--- src/rtl/dwa_element_selector.sv ---
// dwa_element_selector: quantizes the notch-filter output to a unit-element level and drives a DWA-rotated element bank.
// Optional build macro DWA_SAT_COUNTER_EN adds a saturating clip counter (sat_count_o) with synchronous clear (sat_clr_i).
module dwa_element_selector #(
   parameter int IN_WIDTH = 64,
   parameter int NUM_ELEM = 8,
   parameter int SHIFT = 28,
   localparam int PTR_W = $clog2(NUM_ELEM)
) (
   input  logic                       clk_i,
   input  logic                       reset_i,
   input  logic signed [IN_WIDTH-1:0] sample_i,
   input  logic                       valid_i,
`ifdef DWA_SAT_COUNTER_EN
   input  logic                       sat_clr_i,
   output logic [15:0]                sat_count_o,
`endif
   output logic [NUM_ELEM-1:0]        elem_en_o,
   output logic [PTR_W:0]             level_o,
   output logic [PTR_W-1:0]           ptr_o,
   output logic                       sat_o,
   output logic                       valid_o
);
   localparam int QW = IN_WIDTH + 1;
   logic signed [QW-1:0] q;
   logic [PTR_W:0] lvl;
   logic sat;
   logic s1_vld, s1_sat;
   logic [PTR_W:0] s1_lvl;
   logic [NUM_ELEM:0] ones;
   logic [NUM_ELEM-1:0] run;
   logic [2*NUM_ELEM-1:0] rot;
   logic [PTR_W-1:0] ptr_next;
   // Level mapping: floor-shift, recentre, clip to 0..NUM_ELEM
   always_comb begin
      q = ($signed({sample_i[IN_WIDTH-1], sample_i}) >>> SHIFT) + $signed(QW'(NUM_ELEM / 2));
      sat = (q < 0) || (q > $signed(QW'(NUM_ELEM)));
      lvl = (q < 0) ? '0 : (q > $signed(QW'(NUM_ELEM))) ? (PTR_W + 1)'(NUM_ELEM) : q[PTR_W:0];
   end
   // Contiguous run of s1_lvl ones rotated left by the pointer; a full run wraps back to the same pointer
   always_comb begin
      ones = (NUM_ELEM + 1)'(1) << s1_lvl;
      run = NUM_ELEM'(ones - (NUM_ELEM + 1)'(1));
      rot = {run, run} << ptr_o;
      ptr_next = ptr_o + s1_lvl[PTR_W-1:0];
   end
   // Stage 1: register quantized level and clip flag
   always_ff @(posedge clk_i) begin
      if (reset_i) begin
         s1_vld <= 1'b0;
         s1_lvl <= '0;
         s1_sat <= 1'b0;
      end else begin
         s1_vld <= valid_i;
         if (valid_i) begin
            s1_lvl <= lvl;
            s1_sat <= sat;
         end
      end
   end
   // Stage 2: drive the element bank and advance the pointer; outputs hold on invalid cycles
   always_ff @(posedge clk_i) begin
      if (reset_i) begin
         elem_en_o <= '0;
         level_o <= '0;
         ptr_o <= '0;
         sat_o <= 1'b0;
         valid_o <= 1'b0;
      end else begin
         valid_o <= s1_vld;
         if (s1_vld) begin
            elem_en_o <= rot[2*NUM_ELEM-1:NUM_ELEM];
            level_o <= s1_lvl;
            ptr_o <= ptr_next;
            sat_o <= s1_sat;
         end
      end
   end
`ifdef DWA_SAT_COUNTER_EN
   // Clip counter: clear wins over increment, sticks at all-ones
   always_ff @(posedge clk_i) begin
      if (reset_i || sat_clr_i)
         sat_count_o <= '0;
      else if (s1_vld && s1_sat && sat_count_o != 16'hFFFF)
         sat_count_o <= sat_count_o + 16'd1;
   end
`endif
endmodule
--- config.mk ---
export PLATFORM = sky130hd
export DESIGN_NAME = dwa_element_selector
export DESIGN_NICKNAME = d
export VERILOG_FILES = /design/src/rtl/dwa_element_selector.sv
export SDC_FILE = /design/constraint.sdc
export NUM_CORES = 1
export LEC_CHECK = 0
export CAP_MARGIN = 20
export CORE_UTILIZATION = 35
export DETAILED_ROUTE_END_ITERATION = 8
export GPL_TIMING_DRIVEN = 0
export PLACE_DENSITY = 0.62
export SLEW_MARGIN = 20
export SYNTH_ARGS = -nofsm -noshare
export SYNTH_HDL_FRONTEND = slang
export SYNTH_SLANG_ARGS = --single-unit
--- constraint.sdc ---
create_clock -name clk_i -period 10.2 [get_ports clk_i]
set_input_delay 3.06 -clock clk_i [delete_from_list [all_inputs] [get_ports clk_i]]
set_output_delay 3.06 -clock clk_i [all_outputs]
set_load 0.02 [all_outputs]
==> results of run 1 <==
==> path summary, 6_finish.rpt <==
check	endpoint	slack [ns]
max	s1_lvl[3]	3.63
min	elem_en_o[1]	0.47
max reg2reg	elem_en_o[5]	7.16
min reg2reg	elem_en_o[1]	0.47
==> metal layers <==
layer	track usage, %	up-vias
li1	-	1269
met1	23.0	1162
met2	30.0	82
met3	1.69	9
met4	4.39	0
met5	0	-
==> area by class of cell <==
type	count	area (µm²)	share of cell area, %
flip-flops and latches	23	460	15.6
multi-input cells	260	1740	58.8
clock buffers	3	41.3	1.40
well taps	77	96.3	3.26
plain buffers	14	53.8	1.82
clock inverters	1	5.00	0.169
repair buffers	52	520	17.6
inverters	11	41.3	1.40
==> report_power, final <==
part	switching [µW]	internal, µW	total (µW)	leakage [µW]
clock	30.2	27.3	57.5	0.0000255
sequential	1.50	92.7	94.3	0.000187
combinational	40.9	35.4	76.3	0.000802
total	72.6	155	228	0.00101
==> registers in the layout, indices dropped and copies added, names as in the netlist <==
register,flops
elem_en_o,8
level_o,4
ptr_o,3
s1_lvl,4
s1_sat,1
s1_vld,1
sat_o,1
valid_o,1
==> metrics by stage <==
stage          total power, µW  instance area, µm²  hold WS (ns)  instances
2_1_floorplan              137                2290         0.465        308
3_3_place_gp               171                2910         0.462        437
3_5_place_dp               172                2910         0.467        437
4_1_cts                    230                2960         0.481        441
5_1_grt                    241                2960         0.511        441
6_report                   228                2960         0.471        441
==> critical path, stage by stage <==
cell and delay [ns]:
clkdlybuf4s50_1 0.62, ha_1 0.30, nand3_1 0.30, nor4_1 0.81, nand4_1 0.23, nor4b_1 0.41, nor2_1 0.08, nor3b_1 0.27
nand4_1 0.23, a311o_1 0.40
==> logic make-up (layout without fill, tap and decap cells) <==
| kind of cell | after synthesis | count (layout) | synth area share, % |
|---|---|---|---|
| xor+xnor | 14 | 14 | 5.35 |
| buf+inv | 25 | 81 | 4.15 |
| mux | 29 | 29 | 12.8 |
| simple gates | 153 | 153 | 37.6 |
| compound gates | 59 | 59 | 17.0 |
| flops | 23 | 23 | 20.1 |
| fa+ha+maj | 5 | 5 | 3.06 |
==> cells in the final DEF, fill, tap and decap left out, types with 4 or more instances in the layout <==
cell	netlist	final
a211oi_1	6	6
a21oi_1	15	15
and3_1	5	5
and4_1	4	4
clkbuf_1	10	10
clkdlybuf4s50_1	0	52
dfxtp_1	23	23
ha_1	4	4
inv_1	10	10
mux2i_1	27	27
nand2_1	22	22
nand2b_1	9	9
nand3_1	21	21
nand4_1	10	10
nor2_1	35	35
nor3_1	11	11
nor4_1	8	8
o21ai_0	16	16
xnor2_1	7	7
xor2_1	7	7
==> results.sh, run 1 <==
export IMPL_status="finished, final reports clean"
export IMPL_synth_top_area_share_pct=20.1
export IMPL_drtPass1Iterations=6
export IMPL_cts_htree_levels=1
export IMPL_area_growth_pct=28.9
export IMPL_synth_edf_count=0
export IMPL_grt_max_degree=14
export IMPL_fin_ws_ns=3.63
export IMPL_fin_util_pct=46.6
export IMPL_clk_path_buf_depth=2
export IMPL_cp_max_fo=9
export IMPL_grt_usage_pct=17.3
export IMPL_grt_overflow=0
export IMPL_synth_area_leader_cell="dfxtp_1"
export IMPL_synth_cell_types=54
export IMPL_cp_start_kind="input pin"
export IMPL_slew_headroom_pct=36.0
export IMPL_die_area_mm2=0.00688
export IMPL_synth_seq_cells=23
export IMPL_drt_first_iter_violations=133
export IMPL_hp_start="elem_en_o[1]"
export IMPL_cts_buffers=3
export IMPL_cts_hold_buffers=0
export IMPL_hold_viol_final=0
export IMPL_avgRoutedWirePerCell_um=13.9
export IMPL_wl_met3_um=242
export IMPL_fmax_mhz=152
export IMPL_post_cts_buffers=0
export IMPL_grt_pass1_vias=2209
export IMPL_drive_gt1_share_pct=5.22
export IMPL_criticalPathCategory="in2reg"
export IMPL_ys_top_cells_by_count="nor2_1, mux2i_1, dfxtp_1, nand2_1, nand3_1"
export IMPL_worst_pin_slew_ns=0.952
export IMPL_cts_sinks=23
export IMPL_worst_skew_pair_late_latency_ns=0.27
export IMPL_setup_viol=0
export IMPL_startpoint="sample_i[30]"
export IMPL_place_ws_ns=3.42
export IMPL_skew_ns=0.0106
export IMPL_fin_nets=437
export IMPL_io_buffers=52
export IMPL_finalSetupTns_ns=0
export IMPL_ys_seq_area_share_pct=20.1
export IMPL_place_hpwl_um=4820
export IMPL_syn_area_per_cell_um2=7.45
export IMPL_vias=2522
export IMPL_yosysMostFrequentCell="nor2_1"
export IMPL_drv_slew=0
export IMPL_die_height_um=83.0
export IMPL_dr_wl_met2_um=2950
export IMPL_gp_congestion=0.860
export IMPL_hp_class="reg2reg"
export IMPL_die_x_um=83.0
export IMPL_start_util_pct=36.1
export IMPL_antenna_found_initial=0
export IMPL_rsz0062_at_grt="no"
export IMPL_cts_tree="done"
export IMPL_ff2ff_path_depth=13
export IMPL_wirelength_met1_um=2880
export IMPL_synth_area_leaders="dfxtp_1, mux2i_1, nor2_1, nand3_1, nand2_1"
export IMPL_diodes=0
export IMPL_post_cts_resized=0
export IMPL_r2r_start="s1_lvl[0]"
export IMPL_synth_main_ff_cell="dfxtp_1"
export IMPL_whs_path_depth=2
export IMPL_coreArea_mm2=0.00635
export IMPL_synthCells=308
export IMPL_drc=0
export IMPL_syn_nets=380
export IMPL_fin_crit_ns=6.57
export IMPL_powerDensity_mw_per_mm2=77.1
export IMPL_ios=84
export IMPL_n_fill_cell=621
export IMPL_grt_pass1_wl_um=10100
export IMPL_ys_warn_count=0
export IMPL_root_buffer="clkbuf_8"
export IMPL_required_ns=10.35
export IMPL_clk_pin_slew_ns=0.09
export IMPL_post_drt_via_cell_ratio=5.72
export IMPL_maxUsedRoutingLayer="met4"
export IMPL_endpoint_kind="register"
export IMPL_drtAntennaViolNets=0
export IMPL_synthArstFlopShare_pct=0
export IMPL_post_route_period_util_pct=64.4
export IMPL_p_leak_uw=0.00101
export IMPL_peakVddDrop_mv=0.0575
export IMPL_std_cell_rows=29
export IMPL_maxCapViolations=0
export IMPL_crit_arrival_ns=6.72
export IMPL_syn_area_mm2=0.00229
export IMPL_wl_um=6140
(Power assumes the default switching activity.)
==> run 2, diff against run 1 <==
clock period = 6.5 ns   (was 10.2 ns; I/O delays follow)
==> results of run 2 <==
The final DEF is identical to that of run 1. Status: finished, final reports clean.
Among the figures that moved: setup slack after placement 3.42 ns -> 0.832 ns; setup slack after layout 3.63 ns -> 1.04 ns; register-to-register setup slack 7.16 ns -> 3.46 ns; total power 228 µW -> 358 µW; worst IR drop on VDD 0.0575 mV -> 0.0903 mV
==> run 3, diff against run 2 <==
PLACE_DENSITY = 0.65   (was 0.62)
clock period = 4.9 ns   (was 6.5 ns; I/O delays follow)
==> run 3 against run 2 <==
  * Worst setup slack got worse by 0.88 ns
  * Sequential power rose by 32%
  * Final area rose by 0.42%
  * Critical path depth did not move
  * Sequential share of layout area fell by 0.066 points
==> results.sh, run 3 (same netlist as run 1, synthesis figures left out) <==
export IMPL_crit_arrival_ns=4.89
export IMPL_peakVddDrop_mv=0.150
export IMPL_mostFrequentLayoutCell="clkdlybuf4s50_1"
export IMPL_die_area_mm2=0.00688
export IMPL_post_route_period_util_pct=96.7
export IMPL_ff2ff_path_depth=13
export IMPL_start_util_pct=36.1
export IMPL_fmax_mhz=211
export IMPL_rsz0062_at_grt="no"
export IMPL_final_cells=441
export IMPL_slew_headroom_pct=38.8
export IMPL_gp_congestion=0.859
export IMPL_whs_path_depth=2
export IMPL_cts_hold_buffers=0
export IMPL_area_growth_pct=29.5
export IMPL_maxCapViolations=0
export IMPL_grt_max_degree=13
export IMPL_coreArea_mm2=0.00635
export IMPL_post_cts_buffers=0
export IMPL_cp_start_kind="input pin"
export IMPL_place_inst=437
export IMPL_r2r_start="s1_lvl[0]"
export IMPL_clk_path_buf_depth=2
export IMPL_cts_tree="done"
export IMPL_hold_viol_final=0
export IMPL_top_register="elem_en_o"
export IMPL_grt_pass1_vias=2248
export IMPL_final_cell_mix="clkdlybuf4s50_1, nor2_1, mux2i_1"
export IMPL_die_height_um=83.0
export IMPL_drive_gt1_share_pct=5.77
export IMPL_top_regs="elem_en_o x8, level_o x4, s1_lvl x4"
export IMPL_hp_class="reg2reg"
export IMPL_n_fill_cell=639
export IMPL_io_buffers=52
export IMPL_placed_area_mm2=0.00291
export IMPL_skew_ns=0.00358
export IMPL_startpoint="sample_i[30]"
export IMPL_drt_first_iter_violations=98
export IMPL_powerDensity_mw_per_mm2=159
export IMPL_cts_buffers=3
export IMPL_place_hpwl_um=4870
export IMPL_cts_htree_levels=1
export IMPL_worst_pin_slew_ns=0.909
export IMPL_ios=84
export IMPL_drc=0
export IMPL_die_x_um=83.0
export IMPL_fin_ws_ns=0.164
export IMPL_vias=2527
export IMPL_grt_overflow=0
export IMPL_wl_um=6060
export IMPL_r2r_end="elem_en_o[1]"
export IMPL_endpoint_kind="register"
export IMPL_drtPass1Iterations=4
export IMPL_setup_viol=0
export IMPL_largest_reg_flops=8
export IMPL_p_leak_uw=0.00101
export IMPL_fin_nets=437
export IMPL_critPathCapture="s1_lvl[3]"
export IMPL_root_buffer="clkbuf_8"
export IMPL_avgRoutedWirePerCell_um=13.7
export IMPL_post_drt_via_cell_ratio=5.73
export IMPL_required_ns=5.05
export IMPL_post_cts_resized=0
export IMPL_std_cell_rows=29
export IMPL_worst_skew_pair_late_latency_ns=0.26
export IMPL_grt_pass1_wl_um=10100
export IMPL_drtAntennaViolNets=0
export IMPL_fin_crit_ns=4.74
export IMPL_clk_pin_slew_ns=0.08
export IMPL_cp_max_fo=9
export IMPL_grt_usage_pct=17.1
export IMPL_diodes=0
export IMPL_criticalPathCategory="in2reg"
export IMPL_antenna_found_initial=0
export IMPL_design_area_mm2=0.00297
export IMPL_place_ws_ns=-0.219
export IMPL_drv_slew=0
export IMPL_total_power_uw=472
export IMPL_status="finished, final reports clean"
export IMPL_cts_sinks=23
export IMPL_reg2reg_slack_ns=1.80
-- run 3: worst min-delay path by stage --
stage / startpoint / endpoint
CTS: elem_en_o[5] / elem_en_o[5]
floorplan: s1_sat / sat_o
detailed placement: elem_en_o[5] / elem_en_o[5]
global route: elem_en_o[1] / elem_en_o[1]
global placement: elem_en_o[1] / elem_en_o[1]
finish: elem_en_o[5] / elem_en_o[5]
-- run 3: layer usage --
layer / routed length, µm / vias up / track usage, %
li1: - / 1277 / -
met2: 2970 / 77 / 30.3
met3: 224 / 10 / 1.39
met5: 0 / - / 0
met4: 75 / 0 / 4.39
met1: 2790 / 1163 / 22.4
-- run 3: final cells by class --
type | count | area (µm²) | share of cell area, %
plain buffers | 14 | 53.8 | 1.81
clock buffers | 4 | 45.0 | 1.52
inverters | 11 | 41.3 | 1.39
multi-input cells | 260 | 1750 | 59.0
flip-flops and latches | 23 | 460 | 15.5
well taps | 77 | 96.3 | 3.24
repair buffers | 52 | 520 | 17.5
-- run 3: critical path: stages --
cell             delay (ns)
clkdlybuf4s50_1        0.65
ha_2                   0.29
nand3_2                0.18
or4_4                  0.47
a32o_1                 0.22
or4_1                  0.51
and4bb_1               0.25
nor4bb_1               0.25
nand4_1                0.21
a311o_1                0.39
-- run 3: stage by stage --
stage | utilization (%) | hold WS [ns] | TNS, ns
floorplan | - | 0.465 | 0
global placement | 45.8 | 0.456 | -0.380
detailed placement | 45.8 | 0.473 | -0.405
CTS | 46.5 | 0.485 | 0
global route | 46.8 | 0.497 | 0
finish | 46.8 | 0.480 | 0
-- run 3: power by group --
group / internal, µW / leakage [µW] / switching (µW)
clock network: 58.1 / 0.0000228 / 59.1
logic: 73.8 / 0.000801 / 84.8
registers: 193 / 0.000187 / 3.20
